[src/rtl/vram_port_pkg.sv]
// Shared definitions for the VRAM CPU port: register indices, FSM states
// and STATUS register bit positions.
package vram_port_pkg;

    // CPU register select values
    localparam logic [1:0] REG_ADDR   = 2'd0;
    localparam logic [1:0] REG_DATA   = 2'd1;
    localparam logic [1:0] REG_CTRL   = 2'd2;
    localparam logic [1:0] REG_STATUS = 2'd3;

    // STATUS register bit positions
    localparam int STATUS_BUSY = 0;
    localparam int STATUS_FULL = 1;
    localparam int STATUS_OVF  = 2;

    // Pointer step when CTRL bit0 selects row stride
    localparam int ROW_STRIDE = 32;

    // Memory-side sequencer states
    typedef enum logic [1:0] {
        S_IDLE    = 2'd0,
        S_WRITE   = 2'd1,
        S_RD_REQ  = 2'd2,
        S_RD_WAIT = 2'd3
    } state_t;

endpackage

[src/rtl/vram_wfifo.sv]
// Synchronous write queue for the VRAM port. Entries are {address, data}.
// Depth must be a power of two; pointers carry one extra wrap bit so that
// full and empty can be told apart.
module vram_wfifo #(
    parameter int P_depth = 4,
    parameter int P_width = 24
) (
    input  logic               clock,
    input  logic               reset,
    input  logic               push,
    input  logic [P_width-1:0] wr_data,
    input  logic               pop,
    output logic [P_width-1:0] rd_data,
    output logic               full,
    output logic               empty
);

    localparam int AW = (P_depth > 1) ? $clog2(P_depth) : 1;

    logic [P_width-1:0] slots [P_depth];
    logic [AW:0]        wr_ptr;
    logic [AW:0]        rd_ptr;

    // Storage write; only accepted when there is room
    always_ff @(posedge clock) begin
        if (push && !full) begin
            slots[wr_ptr[AW-1:0]] <= wr_data;
        end
    end

    // Read/write pointer advance
    always_ff @(posedge clock or negedge reset) begin
        if (!reset) begin
            wr_ptr <= '0;
            rd_ptr <= '0;
        end else begin
            if (push && !full) begin
                wr_ptr <= wr_ptr + 1'b1;
            end
            if (pop && !empty) begin
                rd_ptr <= rd_ptr + 1'b1;
            end
        end
    end

    assign rd_data = slots[rd_ptr[AW-1:0]];
    assign empty   = (wr_ptr == rd_ptr);
    assign full    = (wr_ptr[AW] != rd_ptr[AW]) &&
                     (wr_ptr[AW-1:0] == rd_ptr[AW-1:0]);

endmodule

[src/rtl/vram_port.sv]
// CPU-to-video-memory access port. The CPU sees four byte registers
// (ADDR, DATA, CTRL, STATUS); DATA writes are queued and drained to the
// shared memory port whenever the video fetcher grants a free cycle.
// Optional feature macro: VRAM_READBACK_EN enables DATA reads through a
// prefetching read buffer. Without it DATA reads return 0 and the memory
// read request is never raised.
module vram_port
    import vram_port_pkg::*;
#(
    parameter int P_fifo_depth = 4,
    parameter int P_addr_bits  = 16
) (
    input  logic                   I_clock,
    input  logic                   I_reset,
    input  logic                   I_cpu_strobe,
    input  logic                   I_cpu_rdwr,
    input  logic [1:0]             I_cpu_addr,
    input  logic [7:0]             I_cpu_wr_data,
    output logic [7:0]             O_cpu_rd_data,
    output logic [P_addr_bits-1:0] O_mem_addr,
    output logic [7:0]             O_mem_wr_data,
    output logic                   O_mem_wren,
    output logic                   O_mem_rden,
    input  logic                   I_mem_grant,
    input  logic [7:0]             I_mem_rd_data
);

    localparam int EW = P_addr_bits + 8;

    state_t                 state;
    logic [P_addr_bits-1:0] pointer;
    logic [7:0]             addr_hi;
    logic                   toggle;
    logic                   ctrl_stride;
    logic                   ovf;
    logic                   prefetch_pending;
    logic [7:0]             rd_buf;

    logic                   fifo_push;
    logic                   fifo_pop;
    logic                   fifo_full;
    logic                   fifo_empty;
    logic [EW-1:0]          fifo_dout;

    logic                   addr_wr;
    logic                   data_wr;
    logic                   ctrl_wr;
    logic                   status_rd;
    logic                   cpu_rd;
    logic                   ovf_set;
    logic                   prefetch_take;
    logic                   busy;
    logic [P_addr_bits-1:0] step;
    logic [15:0]            addr_word;
    logic [7:0]             rd_mux;

    assign addr_wr   = I_cpu_strobe && !I_cpu_rdwr && (I_cpu_addr == REG_ADDR);
    assign data_wr   = I_cpu_strobe && !I_cpu_rdwr && (I_cpu_addr == REG_DATA);
    assign ctrl_wr   = I_cpu_strobe && !I_cpu_rdwr && (I_cpu_addr == REG_CTRL);
    assign cpu_rd    = I_cpu_strobe && I_cpu_rdwr;
    assign status_rd = cpu_rd && (I_cpu_addr == REG_STATUS);

    // A write into a full queue is dropped and latched as overflow
    assign fifo_push = data_wr && !fifo_full;
    assign ovf_set   = data_wr && fifo_full;
    assign fifo_pop  = (state == S_WRITE) && I_mem_grant;

    assign step      = ctrl_stride ? P_addr_bits'(ROW_STRIDE) : P_addr_bits'(1);
    assign addr_word = {addr_hi, I_cpu_wr_data};

    // Queued writes always win over a pending prefetch
    assign prefetch_take = (state == S_IDLE) && fifo_empty && prefetch_pending;
    assign busy          = !fifo_empty || prefetch_pending || (state != S_IDLE);

`ifdef VRAM_READBACK_EN
    logic data_rd;
    assign data_rd = cpu_rd && (I_cpu_addr == REG_DATA);
`else
    logic unused_rd_buf;
    assign unused_rd_buf = ^rd_buf;
`endif

    // CPU register read multiplexer
    always_comb begin
        rd_mux = 8'h00;
        case (I_cpu_addr)
            REG_CTRL: rd_mux = {7'b0, ctrl_stride};
            REG_STATUS: begin
                rd_mux[STATUS_BUSY] = busy;
                rd_mux[STATUS_FULL] = fifo_full;
                rd_mux[STATUS_OVF]  = ovf;
            end
`ifdef VRAM_READBACK_EN
            REG_DATA: rd_mux = rd_buf;
`endif
            default: rd_mux = 8'h00;
        endcase
    end

    vram_wfifo #(
        .P_depth (P_fifo_depth),
        .P_width (EW)
    ) u_wfifo (
        .clock   (I_clock),
        .reset   (I_reset),
        .push    (fifo_push),
        .wr_data ({pointer, I_cpu_wr_data}),
        .pop     (fifo_pop),
        .rd_data (fifo_dout),
        .full    (fifo_full),
        .empty   (fifo_empty)
    );

    // CPU register file: pointer, address toggle, control, overflow, read data
    always_ff @(posedge I_clock or negedge I_reset) begin
        if (!I_reset) begin
            pointer          <= '0;
            addr_hi          <= 8'h00;
            toggle           <= 1'b0;
            ctrl_stride      <= 1'b0;
            ovf              <= 1'b0;
            prefetch_pending <= 1'b0;
            O_cpu_rd_data    <= 8'h00;
        end else begin
            if (prefetch_take) begin
                prefetch_pending <= 1'b0;
            end
            if (addr_wr) begin
                if (!toggle) begin
                    addr_hi <= I_cpu_wr_data;
                    toggle  <= 1'b1;
                end else begin
                    pointer <= P_addr_bits'(addr_word);
                    toggle  <= 1'b0;
`ifdef VRAM_READBACK_EN
                    prefetch_pending <= 1'b1;
`endif
                end
            end
            if (ctrl_wr) begin
                ctrl_stride <= I_cpu_wr_data[0];
            end
            if (fifo_push) begin
                pointer <= pointer + step;
            end
`ifdef VRAM_READBACK_EN
            if (data_rd) begin
                pointer          <= pointer + step;
                prefetch_pending <= 1'b1;
            end
`endif
            if (status_rd) begin
                toggle <= 1'b0;
            end
            if (ovf_set) begin
                ovf <= 1'b1;
            end else if (status_rd) begin
                ovf <= 1'b0;
            end
            if (cpu_rd) begin
                O_cpu_rd_data <= rd_mux;
            end
        end
    end

    // Memory-side sequencer with registered request outputs
    always_ff @(posedge I_clock or negedge I_reset) begin
        if (!I_reset) begin
            state         <= S_IDLE;
            O_mem_addr    <= '0;
            O_mem_wr_data <= 8'h00;
            O_mem_wren    <= 1'b0;
            O_mem_rden    <= 1'b0;
            rd_buf        <= 8'h00;
        end else begin
            case (state)
                S_IDLE: begin
                    if (!fifo_empty) begin
                        state         <= S_WRITE;
                        O_mem_wren    <= 1'b1;
                        O_mem_addr    <= fifo_dout[EW-1:8];
                        O_mem_wr_data <= fifo_dout[7:0];
                    end
`ifdef VRAM_READBACK_EN
                    else if (prefetch_pending) begin
                        state      <= S_RD_REQ;
                        O_mem_rden <= 1'b1;
                        O_mem_addr <= pointer;
                    end
`endif
                end
                S_WRITE: begin
                    if (I_mem_grant) begin
                        O_mem_wren <= 1'b0;
                        state      <= S_IDLE;
                    end
                end
                S_RD_REQ: begin
                    if (I_mem_grant) begin
                        O_mem_rden <= 1'b0;
                        state      <= S_RD_WAIT;
                    end
                end
                S_RD_WAIT: begin
                    rd_buf <= I_mem_rd_data;
                    state  <= S_IDLE;
                end
                default: state <= S_IDLE;
            endcase
        end
    end

endmodule
[config.mk]
export PLATFORM = sky130hd
export DESIGN_NAME = vram_port
export DESIGN_NICKNAME = d
export VERILOG_FILES = /design/src/rtl/vram_port_pkg.sv /design/src/rtl/vram_wfifo.sv /design/src/rtl/vram_port.sv
export SDC_FILE = /design/constraint.sdc
export NUM_CORES = 1
export LEC_CHECK = 0
export ABC_AREA = 0
export CORE_ASPECT_RATIO = 1.25
export CORE_UTILIZATION = 60
export CTS_BUF_LIST = sky130_fd_sc_hd__clkbuf_8
export DETAILED_ROUTE_END_ITERATION = 12
export MAX_ROUTING_LAYER = met4
export PLACE_DENSITY = 0.81
export SLEW_MARGIN = 15
export SYNTH_ARGS = -nofsm -noshare
export SYNTH_HDL_FRONTEND = slang
export SYNTH_SLANG_ARGS = --single-unit
[constraint.sdc]
create_clock -name I_clock -period 3.2 [get_ports I_clock]
set_input_delay 0.64 -clock I_clock [delete_from_list [all_inputs] [get_ports I_clock]]
set_output_delay 0.64 -clock I_clock [all_outputs]
set_load 0.01 [all_outputs]
## Word level (Yosys, flattened, before mapping)

Memory sizes are Yosys's and may differ from the RTL's. A register that Yosys moved wholly into a read port is not among the register bits.
Index checks and enable logic that the tools add are counted.

- Add/subtract/negate cells: 3
- Equality and inequality tests: 12
- Multiplexer cells: 19
- Bitwise operators: 2
- Reduce and logical (&&, ||, !) cells: 30

Operators by type and width:

| kind | number |
|---|---|
| $mux W16 | 3 |
| $add A16 B6 Y16 | 1 |
| $logic_and A1 B1 Y1 | 12 |
| $reduce_bool A2 Y1 | 6 |
| $mux W1 | 9 |
| $eq A2 B2 Y1 const B | 4 |
| $pmux W2 S4 | 1 |
| $add A3 B1 Y3 const B | 2 |
| $mux W2 | 3 |
| $mux W6 | 1 |
| $ne A2 B2 Y1 const B | 3 |
| $pmux W3 S2 | 1 |
| $reduce_and A2 Y1 | 3 |
| $reduce_and A3 Y1 | 2 |
| $eq A2 B1 Y1 const B | 2 |
| $logic_not A1 Y1 | 4 |
| $logic_not A2 Y1 | 2 |
| $eq A3 B3 Y1 | 1 |
| $eq A2 B2 Y1 | 1 |
| $not A1 Y1 | 2 |
| $pmux W1 S2 | 1 |
| $logic_or A1 B1 Y1 | 1 |
| $ne A1 B1 Y1 | 1 |

- Flip-flop bits (word level): 39
- Bits in writable memories: 96
- Bits of input ports: 23
- Output and inout port bits: 34
- Memories kept: 1

Memories:

| memory | depth | width | read ports | clocked after Yosys merged registers in | write ports | RTL line | source |
|---|---|---|---|---|---|---|---|
| u_wfifo.slots | 4 | 24 | 1 | 1 | 1 | vram_wfifo.sv:20 | `logic [P_width-1:0] slots [P_depth];` |

## Logic depth before layout (Yosys ltp)

Gate-level depths: netlist (run 1).

- Word-level depth: 7
- Gate-level depth with buffers: 7
- Gate-level depth less buffers: 7

## Modules after synthesis

Synthesis (run 1) repeated with hierarchy kept, for this count alone.

- Cell total of the unflattened synthesis: 405
- Area total of the unflattened synthesis: 6,666.4 um2

Modules (own cells, without submodules):

| module | times used | cells each | area an instance (um2) | seq. area each (um2) |
|---|---|---|---|---|
| vram_wfifo | 1 | 174 | 3,982.6 | 3,032.9 |
| vram_port | 1 | 231 | 2,683.8 | 1,426.4 |

## Least setup slack after synthesis (run 1)

No wires, ideal clock.

- Path type: input to register
- Start point: in I_cpu_addr[1]
- End point: mem u_wfifo.slots[0][0], enable pin
- Library setup time: 383 ps
- Arrival time: 2,284 ps
- Required time: 2,817 ps
- Slack: 533 ps
- Stages: 6
- Buffers on the path: 3
- Path through: buf_2 > and4bb_2 > o31a_1 > buf_2 > buf_2 > and2_1

- Longest elaborated chain between the ends: 6

Ends and longest elaborated chain:

| what | RTL line | source |
|---|---|---|
| start: declaration | vram_port.sv:17 | `input logic [1:0] I_cpu_addr,` |
| $eq A2 B1 Y1 | vram_port.sv:58 | `assign data_wr = I_cpu_strobe && !I_cpu_rdwr && (I_cpu_addr == REG_DATA);` |
| $logic_and A1 B1 Y1 | vram_port.sv:58 |  |
| $logic_and A1 B1 Y1 | vram_port.sv:64 | `assign fifo_push = data_wr && !fifo_full;` |
| $logic_and A1 B1 Y1 | vram_wfifo.sv:26 | `if (push && !full) begin` |
| $mux W1 | vram_wfifo.sv:26 |  |
| $mux W1 (not written as such) | vram_wfifo.sv:27 | `slots[wr_ptr[AW-1:0]] <= wr_data;` |
| end: declaration | vram_wfifo.sv:20 |  |

Every way passes these cells.

## Worst setup path after layout (run 1)

- Start point: in I_cpu_addr[1]
- End point: reg pointer[11]

- Longest elaborated chain between the ends: 5
- Elaborated cells on any way between the ends: 9
- Classes of those cells: eq/ne: 1; mux: 1; reduce/logical: 7

Ends and longest elaborated chain:

| what | RTL line | source |
|---|---|---|
| $eq A2 B1 Y1 | vram_port.sv:58 |  |
| $logic_and A1 B1 Y1 | vram_port.sv:58 |  |
| $logic_and A1 B1 Y1 | vram_port.sv:64 |  |
| $reduce_bool A2 Y1 (no line) | - |  |
| $reduce_and A2 Y1 (no line) | - |  |
| end signal: assignment | vram_port.sv:133 | `pointer <= P_addr_bits'(addr_word);` |
| end signal: assignment | vram_port.sv:144 | `pointer <= pointer + step;` |
| end: declaration | vram_port.sv:31 | `logic [P_addr_bits-1:0] pointer;` |

Parallel ways exist; a longest one is shown, timed or not.
A chain may end at the register's enable or synchronous reset.

==> reports/results.tsv, run 1 <==
stage	metric	value	unit
place	Placed Area	7130	sq um
cells_and_area	post-layout util	71.1	%
clocking	Hold Buf Count CTS	0	
clocking	CTS sink cnt	159	
floorplanning	# IOs	57	
setup_path	Reg2Reg Capture Point	pointer[11]	
cells_and_area	fin area	7550	sq um
detailed_routing	antenna-violating nets left	0	
setup_path	startpoint types	input port	
floorplanning	chip width	95.4	um
sta	Setup-failing EPs final	0	
flow_run	Max Cap Viol	0	
cells_and_area	nets	485	
clocking	CTS tree	built	
detailed_routing	Via Count	3591	
sta	Max Clk Rate	427	MHz
yosys	Seq/Total Area, Yosys	68.2	%
sta	post-layout minimum cycle time	2.34	ns
yosys	ranking of synthesized cells by area	edfxtp_1 (44%), dfrtp_1 (24%), mux4_2 (8.3%)	
place	Worst Setup Slack post-DPL	0.434	ns
yosys	YS warnings	0	
setup_path	family with the most delay on the worst path	buffers and inverters	
yosys	Yosys top cell area share	44.1	%
cells_and_area	Layout Cells excl Fill	599	
pwr	maximum vdd drop	0.000656	V
detailed_routing	drt pass-1 iters	6	
grt	grt total ovfl	0	
sta	Max-Slew Margin vs Limit	49.5	%
pwr	Cell Pwr Density	865	nW/um^2
sta	Final Skew	0.0105	ns
floorplanning	Die Area	11300	sq um
setup_path	CP Capture Type	register	
yosys	Post-Syn Area	6540	sq um
cells_and_area	Filler Cell Count	689	
setup_path	slowest cell delay on critical path	0.57	ns
clocking	clock-pin slew on the worst setup and hold paths	0.08	ns
floorplanning	row count	42	
place	placed instance count	567	
pwr	leak pwr	2.78	nW
grt	vias in the first global route	3720	
floorplanning	starting density of the core	61.6	%
sta	Final TNS setup	0	ns
yosys	top-count cell post-synth	edfxtp_1	
setup_path	reg2reg start	u_wfifo.rd_ptr[0]	
setup_path	Req. time, crit path	3.51	ns
clocking	H-Tree Depth	4	
grt	first-pass GRT wire length	19.1	mm
sta	post-route setup slack	0.859	ns
sta	unrepaired setup endpoints after global routing	false	
sta	Final Cycle Share	73.2	%
yosys	top_reg_cell synth	edfxtp_1	
yosys	syn avg cell area	16.7	sq um
grt	initial antenna violation count	0	
place	port buffer count	42	
setup_path	r2r setup slk	1.06	ns
yosys	post-synth cell types	54	
sta	Final Max Slew Viols	0	
detailed_routing	routed vias/inst	5.99	
floorplanning	Die Ht	119	um
grt	largest net degree at the start of global routing	33	
detailed_routing	Residual DRC	0	
clocking	Clock Tree Buf Depth	2	
clocking	post-CTS setup buffers	0	
cells_and_area	Area Overhead vs Synth	15.5	%
setup_path	Worst Path Buf+Inv	2	
status	status	finished, final reports clean	
setup_path	critical path arrival	2.65	ns
detailed_routing	final WL	11.8	mm
place	hpwl dp	7.83	mm
clocking	post-CTS sizing	0	
yosys	Commonest cells post-synth	edfxtp_1 (96), dfrtp_1 (63), mux2_2 (31)	
setup_path	critical path cell sequence	clkdlybuf4s50_1 -> and4bb_2 -> o31a_1 -> buf_4 -> nor2_1 -> o21ai_0 -> o211ai_1	
yosys	Post-synth EDFFs	96	
floorplanning	Core Area	10600	sq um
detailed_routing	Avg WL per Cell	19.7	um
clocking	CTS Buf Count	17	
setup_path	critical path class	input port to register	
yosys	Syn Inst Count	391	
clocking	clk_lat worst skew	0.45	ns
setup_path	critical path fanouts, max	13	
yosys	area leader, netlist	edfxtp_1	
cells_and_area	diode count	0	
grt	overall global routing resource usage	24.3	%
yosys	Post-synth ARST share	39.6	%
setup_path	R2R depth	7	
detailed_routing	drt initial violations	385	
min_path	HP Class	input port to async pin	
sta	Fin. Hold Viols	0	
yosys	FF+latch count, synth	159	
cells_and_area	share of layout cells above drive strength 1	25.3	%
clocking	Clk Tree Root Cell	clkbuf_8	
sta	Worst Tran Pin Value	0.758	ns
place	Placer Congestion	0.910	
setup_path	CP max-delay cell	clkdlybuf4s50_1	
[power by group]
group	switching, mW	total (mW)	internal, mW
logic	0.890	1.98	1.09
registers	0.362	3.02	2.66
clock network	0.746	1.53	0.782
total	2.00	6.53	4.53
[final cells by class]
class / count / area, sq um / area share [%]
clock buffers: 17 / 234 / 3.10
clock inverters: 15 / 186 / 2.47
inverters: 4 / 15.0 / 0.199
multi-input cells: 211 / 1930 / 25.6
flip-flops and latches: 159 / 4460 / 59.1
well taps: 132 / 165 / 2.19
repair buffers: 61 / 558 / 7.39
[worst max-delay path by stage]
| stage | depth (start not counted) | from | slack [ns] | endpoint |
|---|---|---|---|---|
| floorplan | 6 | I_cpu_addr[1] | 0.53 | u_wfifo.slots[0][0] |
| global placement | 7 | I_cpu_addr[1] | 0.47 | pointer[3] |
| detailed placement | 7 | I_cpu_addr[1] | 0.43 | pointer[11] |
| CTS | 7 | I_cpu_addr[1] | 0.91 | pointer[11] |
| global route | 7 | I_cpu_addr[1] | 0.75 | pointer[11] |
| finish | 7 | I_cpu_addr[1] | 0.86 | pointer[11] |
[worst reg2reg max path, cell delays in order, from the launching register on]
cell,delay [ns]
dfrtp_1,0.39
buf_4,0.21
xor2_2,0.21
o31a_1,0.36
buf_4,0.22
nor2_1,0.34
o21ai_0,0.16
o211ai_1,0.13
[cell usage in the layout, fill, tap and decap left out, types with 2 or more instances in the layout]
cell type	instances
clkinv_4	4
and2_0	2
a311oi_1	2
mux2_2	31
clkbuf_8	17
and4_1	2
mux2_1	2
a31o_2	3
and3_1	3
edfxtp_1	96
a211oi_1	2
o21ai_0	13
nand3_1	12
nor3_4	2
xor2_2	2
a31oi_1	2
clkdlybuf4s50_1	41
a221o_1	2
mux4_2	24
xnor2_1	3
a21oi_1	7
nor2_1	17
inv_1	4
buf_4	19
nand4_1	4
a22oi_1	2
inv_6	4
dfrtp_1	63
bufinv_16	3
xor2_1	4
clkinvlp_4	3
nor2b_1	2
conb_1	6
nand2_1	25
o211ai_1	5
ha_1	8
and2_1	5
[sequential cells by signal, summed over array words and instances, names as in the netlist]
| register | cells |
|---|---|
| O_mem_addr | 16 |
| ctrl_stride | 1 |
| O_cpu_rd_data | 3 |
| u_wfifo.slots | 96 |
| u_wfifo.rd_ptr | 3 |
| toggle | 1 |
| O_mem_wren | 1 |
| u_wfifo.wr_ptr | 3 |
| ovf | 1 |
| addr_hi | 8 |
| O_mem_wr_data | 8 |
| pointer | 16 |
| state | 2 |
[metal layers]
metal,vias up,part of all wire (%),track usage [%]
met5,-,0,-
met4,0,1.6,9.19
met3,17,4.2,5.41
met2,118,53,38.6
met1,1836,41,30.5
li1,1620,-,-
[metrics by stage]
step | total power [mW] | hold slack [ns]
6_report | 6.53 | 0.260
5_1_grt | 6.87 | 0.292
4_1_cts | 6.60 | 0.269
3_5_place_dp | 5.08 | 0.479
3_3_place_gp | 4.94 | 0.466
2_1_floorplan | 4.35 | 0.344
[kinds of logic after synthesis]
family,share of synthesized area [%]
adder cells (fa/ha/maj),1.53
other,0.0574
buffers and inverters,2.51
flip-flops,68.2
AO/OA/AOI/OAI,5.44
AND/OR/NAND/NOR,6.72
multiplexers,14.1
XOR/XNOR,1.44
Note: power is estimated with default switching activity, not from simulation.
==> run 2, diff against run 1 <==
==> constraint.sdc (replaced) <==
create_clock -name I_clock -period 2.3 [get_ports I_clock]
set_input_delay 0.46 -clock I_clock [delete_from_list [all_inputs] [get_ports I_clock]]
set_output_delay 0.46 -clock I_clock [all_outputs]
set_load 0.01 [all_outputs]
==> run 2 against run 1 <==
  * Largest cell class unchanged
  * Sequential share of layout area is 1.5 points lower
  * Worst setup slack worse by 0.62 ns
  * Global-route usage is 0.70 points higher
  * Non-clock buffer count is 7 higher
  * First-iteration DRC count is 28% lower
==> reports/results.tsv, run 2 (synthesis results as in run 1) <==
stage	metric	value	unit
setup_path	CP max-delay cell	o21ai_1	
floorplanning	starting density of the core	61.6	%
cells_and_area	most frequent cells in the layout	edfxtp_1 (96), dfrtp_1 (63), clkdlybuf4s50_1 (41), mux2_2 (31), nand2_1 (25)	
floorplanning	Die Ht	119	um
floorplanning	Die Area	11300	sq um
clocking	CTS Buf Count	17	
pwr	maximum vdd drop	0.000921	V
cells_and_area	FF/Latch Area	4460	sq um
floorplanning	row count	42	
clocking	Clock Tree Buf Depth	2	
pwr	Sequential Power Share	45.4	%
pwr	leak pwr	2.89	nW
sta	Final Cycle Share	89.8	%
detailed_routing	Avg WL per Cell	20.1	um
place	hpwl dp	7.95	mm
cells_and_area	most common cell after layout, fill and taps aside	edfxtp_1	
setup_path	critical path class	register to register	
cells_and_area	nets	492	
cells_and_area	share of layout cells above drive strength 1	26.0	%
status	status	finished, final reports clean	
clocking	post-CTS setup buffers	0	
detailed_routing	Via Count	3575	
sta	Final Skew	0.00738	ns
setup_path	critical path cell sequence	ha_1 -> nand4_1 -> o21ai_1 -> a31o_2 -> a21oi_1 -> a311oi_1	
sta	Setup-failing EPs final	0	
sta	Max-Slew Margin vs Limit	59.3	%
setup_path	CP Capture Type	register	
pwr	Internal	6.63	mW
cells_and_area	Area Overhead vs Synth	18.5	%
clocking	clk_lat worst skew	0.42	ns
cells_and_area	number of flip-flops in the largest register	96	
setup_path	Req. time, crit path	2.61	ns
min_path	HP Class	register to register	
flow_run	Max Cap Viol	0	
sta	Fin. Hold Viols	0	
detailed_routing	routed vias/inst	5.91	
floorplanning	# IOs	57	
setup_path	slowest cell delay on critical path	0.48	ns
setup_path	family with the most delay on the worst path	compound AO/OA/AOI/OAI gates	
grt	first-pass GRT wire length	19.7	mm
place	port buffer count	42	
detailed_routing	drt pass-1 iters	4	
pwr	Psw	2.66	mW
detailed_routing	antenna-violating nets left	0	
setup_path	startpoint types	register	
cells_and_area	Filler Cell Count	629	
place	placed instance count	573	
sta	Worst Tran Pin Value	0.611	ns
pwr	Logic pwr share	30.0	%
grt	initial antenna violation count	0	
sta	Final Max Slew Viols	0	
grt	largest net degree at the start of global routing	48	
clocking	clock-pin slew on the worst setup and hold paths	0.07	ns
setup_path	Worst Path Buf+Inv	0	
clocking	CTS tree	built	
setup_path	critical path arrival	2.38	ns
detailed_routing	Residual DRC	0	
detailed_routing	drt initial violations	279	
cells_and_area	Multi-input gate area	1940	sq um
pwr	clock network power share	24.6	%
pwr	Cell Pwr Density	1200	nW/um^2
sta	unrepaired setup endpoints after global routing	false	
sta	Final TNS setup	0	ns
place	Placer Congestion	0.862	
sta	Max Clk Rate	484	MHz
clocking	CTS sink cnt	159	
detailed_routing	final WL	12.2	mm
cells_and_area	diode count	0	
setup_path	critical path fanouts, max	7	
cells_and_area	Layout Cells excl Fill	605	
grt	grt total ovfl	0	
sta	post-layout minimum cycle time	2.06	ns
floorplanning	chip width	95.4	um
clocking	Clk Tree Root Cell	clkbuf_8	
floorplanning	Core Area	10600	sq um
grt	vias in the first global route	3759	
grt	overall global routing resource usage	25.0	%
clocking	H-Tree Depth	4	
pwr	Sw Ratio	28.7	%
-- run 2: cell count changes in the layout (fill, tap and decap cells not counted), moves of 2 or more --
cell,change
and2_1,-4
buf_4,-2
inv_6,-4
buf_12,+8
inv_1,+5
and2_2,+4
bufinv_16,+2
clkbuf_8,+4
clkinv_4,-4
clkinvlp_4,-3
-- run 2: area by class of cell --
type | count | area share [%]
Clock buffer | 21 | 3.73
Timing Repair Buffer | 68 | 9.20
Inverter | 4 | 0.194
Sequential cell | 159 | 57.5
Tap cell | 132 | 2.13
Clock inverter | 10 | 2.18
Multi-Input combinational cell | 211 | 25.0
-- run 2: path summary, 6_finish.rpt --
kind,startpoint,endpoint,slack (ns),depth (start not counted)
max reg2reg,pointer[5],pointer[12],0.24,6
min,O_mem_addr[7],O_mem_addr[7],0.49,1
max,pointer[5],pointer[12],0.24,6
min reg2reg,O_mem_addr[7],O_mem_addr[7],0.49,1
max in group asynchronous,I_reset,O_mem_addr[2],1.16,3
min in group asynchronous,I_reset,O_mem_wr_data[3],0.51,2
-- run 2: what timing repair did --
action	CTS	global route
endpoints found under the setup margin	0	0
resized for setup	0	0
hold buffers	1	0
hold endpoints to repair	16	0
-- run 2: stage by stage --
step                hold slack [ns]  utilization (%)  area (sq um)  worst slack [ns]  power (mW)
finish                        0.491             73.0          7750             0.236        9.29
global route                  0.514             73.0          7750             0.123        9.76
CTS                           0.496             73.0          7750             0.275        9.39
detailed placement            0.451             68.6          7280            0.0377        7.08
global placement              0.428             68.6          7280             0.107        6.91
floorplan                     0.164                -          6560            0.0664        6.05
-- run 2: power by group through the flow --
stage,clock network (mW),registers (mW),logic [mW]
5_1_grt,2.44,4.29,3.03
2_1_floorplan,0,4.22,1.83
4_1_cts,2.34,4.21,2.84
6_report,2.29,4.22,2.79
3_3_place_gp,0,4.20,2.71
3_5_place_dp,0,4.26,2.82
-- run 2: routing by layer --
metal	track usage, %	vias to the layer above	part of all wire (%)
li1	-	1634	-
met1	31.6	1816	41
met2	39.5	109	54
met3	5.41	16	4.0
met4	9.56	0	1.6
met5	-	-	0
==> edit 1: new RTL, config.mk and constraints of run 2 <==
Set the parameter `P_fifo_depth` to 2 (it was 4).
--- a/src/rtl/vram_port.sv
+++ b/src/rtl/vram_port.sv
@@ -8,5 +8,5 @@
     import vram_port_pkg::*;
 #(
-    parameter int P_fifo_depth = 4,
+    parameter int P_fifo_depth = 2,
     parameter int P_addr_bits  = 16
 ) (
Function: changed (Yosys sat finds a counterexample within 4 cycles, from zero or initial values and one cycle with I_reset low).
==> edit 1 against run 2 <==
Count of clock-buffer cells in the layout decreased by 12. Setup slack improved by 0.0026 ns. Sequential cell count decreased by 50. Synthesized area decreased by 31%. Design area decreased by 31%. Via count decreased by 19%. Total power decreased by 33%. Wire length decreased by 32%.
==> edit 1: results (changes against run 2) <==
{| class="wikitable"
! Metric !! Value
|-
| Run status || finished clean (unchanged)
|-
| Number of DRC markers in iteration 0 || 182 (was 279)
|-
| Switching part of the total || 0.346 (was 0.287)
|-
| Share of the synthesized area in compound gates (AO/OA/AOI/OAI) || 0.110 (was 0.0544)
|-
| Fmax achieved || 485 MHz (was 484 MHz)
|-
| Area share of fa/ha/maj cells after synthesis || 0.00837 (was 0.0153)
|-
| All-layer global routing usage || 0.246 (was 0.250)
|-
| GRT met2 Usage || 0.408 (was 0.395)
|-
| Highest-delay cell along the critical path || dfrtp_1 (was o21ai_1)
|-
| GR met3 Demand/Resource || 0.0519 (was 0.0541)
|-
| Number of placed instances with taps included || 481 (was 573)
|-
| Number of global-route vias before repair || 2859 (was 3759)
|-
| Arrival time reported for the critical path endpoint || 2.32 ns (was 2.38 ns)
|-
| R2r endpoint || pointer[4] (was pointer[12])
|-
| Number of flip-flops in the largest register || 48 (was 96)
|-
| Detail Placement HPWL || 5.73 mm (was 7.95 mm)
|-
| Clk slew on worst S/H paths || 0.10 ns (was 0.07 ns)
|-
| Share of cells above drive strength 1 || 0.118 (was 0.260)
|-
| Xor-xnor portion of the synthesized cell area || 0.0153 (was 0.0144)
|-
| Leakage power || 2.13 nW (was 2.89 nW)
|-
| Final WL || 8.31 mm (was 12.2 mm)
|-
| CP peak stage delay || 0.44 ns (was 0.48 ns)
|-
| Total number of nets in the final design || 428 (was 492)
|-
| Weighted congestion at the end of routability-driven global placement || 0.850 (was 0.862)
|-
| Max Clock Skew || 0.00760 ns (was 0.00738 ns)
|-
| Number of distinct library cells after synthesis || 51 (was 54)
|-
| H-tree levels || 3 (was 4)
|-
| Routed length on met1 || 3.40 mm (was 4.97 mm)
|-
| Number of synthesized flops with an enable pin || 48 (was 96)
|-
| Met3 WL || 389 um (was 485 um)
|-
| Routed vias || 2890 (was 3575)
|-
| First-pass GRT wire length || 14.1 mm (was 19.7 mm)
|-
| Most numerous cell types in the synthesized netlist || 61 x dfrtp_1, 48 x edfxtp_1, 37 x nor2_1 (was 96 x edfxtp_1, 63 x dfrtp_1, 31 x mux2_2)
|-
| TritonCTS Buffers || 9 (was 17)
|-
| M1 GR Usage || 0.305 (was 0.316)
|-
| Min-delay worst type || in2async (was reg2reg)
|-
| Avg Vias per Cell || 5.81 (was 5.91)
|-
| Transition time at the pin with the least slew margin || 0.515 ns (was 0.611 ns)
|}
edit 1: cell types whose count changed in the layout (fill, tap and decap cells not counted), moves of 7 or more:
cell / run 2 / this run
a21oi_1: 7 / 34
clkbuf_8: 21 / 9
edfxtp_1: 96 / 48
mux2_1: 2 / 9
mux2_2: 31 / 0
mux2i_1: 1 / 24
mux4_2: 24 / 0
nand2_1: 25 / 16
nor2_1: 17 / 37
o21ai_0: 13 / 4
edit 1: how the worst min path moves through the flow:
stage	cells after the start	endpoint	from	slack [ns]
6_report	2	O_mem_wr_data[4]	I_reset	0.09
5_1_grt	2	O_mem_wr_data[4]	I_reset	0.10
4_1_cts	2	O_mem_wr_data[4]	I_reset	0.09
3_5_place_dp	2	pointer[9]	addr_hi[1]	0.47
3_3_place_gp	2	pointer[9]	addr_hi[1]	0.47
2_1_floorplan	0	O_cpu_rd_data[0]	I_reset	0.16
edit 1: power groups by stage:
stage / sequential (mW) / clock [mW] / combinational [mW]
5_1_grt: 3.05 / 1.20 / 2.41
6_report: 2.99 / 1.09 / 2.18
3_5_place_dp: 3.03 / 0 / 2.18
3_3_place_gp: 2.98 / 0 / 2.09
2_1_floorplan: 3.03 / 0 / 1.24
4_1_cts: 2.99 / 1.12 / 2.19
edit 1: worst register-to-register path, cell delays in order, from the launching register on:
cell and delay, ns:
dfrtp_1 0.44, xor2_1 0.44, a2111oi_4 0.14, buf_4 0.18
nor2_1 0.42, a21oi_1 0.09, o221a_1 0.25
edit 1: cell type report:
type	count	area, sq um
Clock buffer	9	124
Sequential cell	109	2970
Fill cell	480	1750
Clock inverter	7	65.1
Inverter	4	15.0
Multi-Input combinational cell	212	1410
Tap cell	90	113
Timing Repair Buffer	66	658
==> edit 2: new RTL, flow settings as in run 2 <==
Without the edit above. Encoding of `state_t`: now one-hot (4 bits for 4 states).
--- a/src/rtl/vram_port_pkg.sv
+++ b/src/rtl/vram_port_pkg.sv
@@ -18,9 +18,9 @@
 
     // Memory-side sequencer states
-    typedef enum logic [1:0] {
-        S_IDLE    = 2'd0,
-        S_WRITE   = 2'd1,
-        S_RD_REQ  = 2'd2,
-        S_RD_WAIT = 2'd3
+    typedef enum logic [3:0] {
+        S_IDLE    = 4'b0001,
+        S_WRITE   = 4'b0010,
+        S_RD_REQ  = 4'b0100,
+        S_RD_WAIT = 4'b1000
     } state_t;
 
Behaviour: same outputs for any inputs over 4 cycles, from zero or initial values and one cycle with I_reset low; so few cycles prove little.
==> edit 2 against run 2 <==
Total power fell by 0.75%. Synthesized area rose by 0.59%. Die area rose by 0.58%. Largest cell class unchanged. Via count grew 1.4%. Utilization decreased by 0.61 points. Synthesized cell count is 1.5% lower. Setup slack improved by 0.10 ns. Wire length is 3.0% lower. Design area fell by 0.84%. The flow now finishes with violations (negative hold slack). Sequential cell count unchanged. Sequential share of layout area increased by 0.52 points. Sequential power fell by 2%.
==> edit 2: results (changes against run 2) <==
{| class="wikitable"
! Metric !! Value
|-
| Number of synthesized flops with an enable pin || 96 (unchanged)
|-
| Failing checks || negative hold slack
|-
| Clk slew on worst S/H paths || 0.09 ns (was 0.07 ns)
|-
| Total number of nets in the final design || 489 (was 492)
|-
| Worst hold slack || -0.00299 ns (was 0.491 ns)
|-
| First-pass GRT wire length || 19.3 mm (was 19.7 mm)
|-
| Deepest clock path buffer count || 2 (unchanged)
|-
| Number of inserted diodes || 0 (unchanged)
|-
| Routed vias || 3626 (was 3575)
|-
| Max Clock Skew || 0.0110 ns (was 0.00738 ns)
|-
| Per-cell routed wire length || 19.6 um (was 20.1 um)
|-
| Reg-to-reg slack, setup || 0.34 ns (was 0.24 ns)
|-
| Leakage power || 2.85 nW (was 2.89 nW)
|-
| All-layer global routing usage || 0.243 (was 0.250)
|-
| Maximum number of pins on one net before global-route repair || 64 (was 48)
|-
| Number of distinct library cells after synthesis || 52 (was 54)
|-
| Clock tree root buffer cell || clkbuf_8 (unchanged)
|-
| Post-cts sizing count || 0 (unchanged)
|-
| Worst-skew pair later-pin latency || 0.46 ns (was 0.42 ns)
|-
| Number of fill cells || 657 (was 629)
|-
| Arrival time reported for the critical path endpoint || 2.30 ns (was 2.38 ns)
|-
| Number of DRC markers in iteration 0 || 262 (was 279)
|-
| Number of antenna violations at the first check in global routing || 0 (unchanged)
|-
| Number of flip-flops in the largest register || 96 (unchanged)
|-
| 1st-pass router iterations || 5 (was 4)
|-
| Number of buffers added on ports || 42 (unchanged)
|-
| Top cells by area in the synthesized netlist || edfxtp_1 44%, dfrtp_1 24%, mux4_2 8.2% (was edfxtp_1 44%, dfrtp_1 24%, mux4_2 8.3%)
|-
| Most numerous cell types in the synthesized netlist || 96 x edfxtp_1, 62 x dfrtp_1, 24 x mux4_2, 24 x nand2_1, 18 x mux2_4 (was 96 x edfxtp_1, 63 x dfrtp_1, 31 x mux2_2)
|-
| H-tree levels || 4 (unchanged)
|-
| Detail Placement HPWL || 7.72 mm (was 7.95 mm)
|-
| Min-delay worst type || in2async (was reg2reg)
|-
| Run status || finished with violations (was finished clean)
|-
| Share of cells above drive strength 1 || 0.274 (was 0.260)
|-
| Slew headroom || 0.657 (was 0.593)
|-
| Post-synthesis sequential element count || 159 (unchanged)
|-
| Fraction of registers with async set/reset || 0.396 (unchanged)
|-
| Buffers inserted by post-CTS timing repair || 0 (unchanged)
|-
| Sequential share of the synthesized area || 0.678 (was 0.682)
|-
| Largest fanout on the critical path || 26 (was 7)
|-
| Weighted congestion at the end of routability-driven global placement || 0.875 (was 0.862)
|-
| Number of global-route vias before repair || 3791 (was 3759)
|-
| TritonCTS Buffers || 17 (unchanged)
|-
| IR drop worst, VDD || 1210 uV (was 921 uV)
|-
| Cell area after placement || 7260 sq um (was 7280 sq um)
|-
| Hold Violations, Final || 4 (was 0)
|-
| Yosys warnings || 0 (unchanged)
|}
-- edit 2: area by class of cell --
type / count / area [sq um] / share of cell area
Timing Repair Buffer: 70 / 651 / 0.0847
Clock inverter: 15 / 185 / 0.0241
Multi-Input combinational cell: 203 / 1960 / 0.255
Sequential cell: 159 / 4460 / 0.581
Tap cell: 132 / 165 / 0.0215
Inverter: 7 / 26.3 / 0.00342
Clock buffer: 17 / 234 / 0.0305
-- edit 2: per-stage QoR --
step	util	std cells	worst slack, ns	power, mW
2_1_floorplan	-	390	0.0702	6.24
3_3_place_gp	0.684	571	0.0742	7.03
3_5_place_dp	0.684	571	-0.0300	7.18
4_1_cts	0.724	603	0.317	9.30
5_1_grt	0.724	603	0.212	9.69
6_report	0.724	603	0.336	9.23
-- edit 2: final timing paths --
path | cells past startpoint | start | endpoint
worst max-delay path | 5 | u_wfifo.wr_ptr[2] | O_mem_wr_data[4]
worst min-delay path | 2 | I_reset | O_mem_addr[8]
worst max register to register | 5 | u_wfifo.wr_ptr[2] | O_mem_wr_data[4]
worst min register to register | 2 | O_cpu_rd_data[0] | O_cpu_rd_data[0]
max in group asynchronous | 2 | I_reset | state[0]
min in group I_clock | 2 | O_cpu_rd_data[0] | O_cpu_rd_data[0]
-- edit 2: where the power goes --
| group | total (mW) | switching (mW) | internal [mW] |
|---|---|---|---|
| Clock | 2.14 | 1.06 | 1.08 |
| Sequential | 4.12 | 0.473 | 3.64 |
| Combinational | 2.97 | 1.23 | 1.74 |
| Total | 9.23 | 2.76 | 6.46 |
-- edit 2: cells by family after synthesis --
| logic type | after synthesis | synth area share |
|---|---|---|
| AOI/OAI and AO/OA | 47 | 0.0502 |
| xor gates and xnor gates | 8 | 0.0175 |
| adders and majority gates | 8 | 0.0152 |
| buffers and inverters | 28 | 0.0264 |
| DFF | 159 | 0.678 |
| muxes | 58 | 0.151 |
| other | 1 | 0.000570 |
| and+or+nand+nor | 76 | 0.0611 |
-- edit 2: worst max-delay path, cell delays in order, from the launching register on --
cell	delay (ns)
dfrtp_1	0.45
xnor2_2	0.20
nor3b_4	0.18
nor2_1	0.11
and2_4	0.48
mux2_2	0.39
-- edit 2: per-layer routing --
| layer | track usage | wire [um] | share of wire | vias to the layer above |
|---|---|---|---|---|
| li1 | - | - | - | 1622 |
| met1 | 0.303 | 4830 | 0.41 | 1871 |
| met2 | 0.391 | 6250 | 0.53 | 114 |
| met3 | 0.0613 | 511 | 0.043 | 19 |
| met4 | 0.0802 | 223 | 0.019 | 0 |
| met5 | - | 0 | 0 | - |
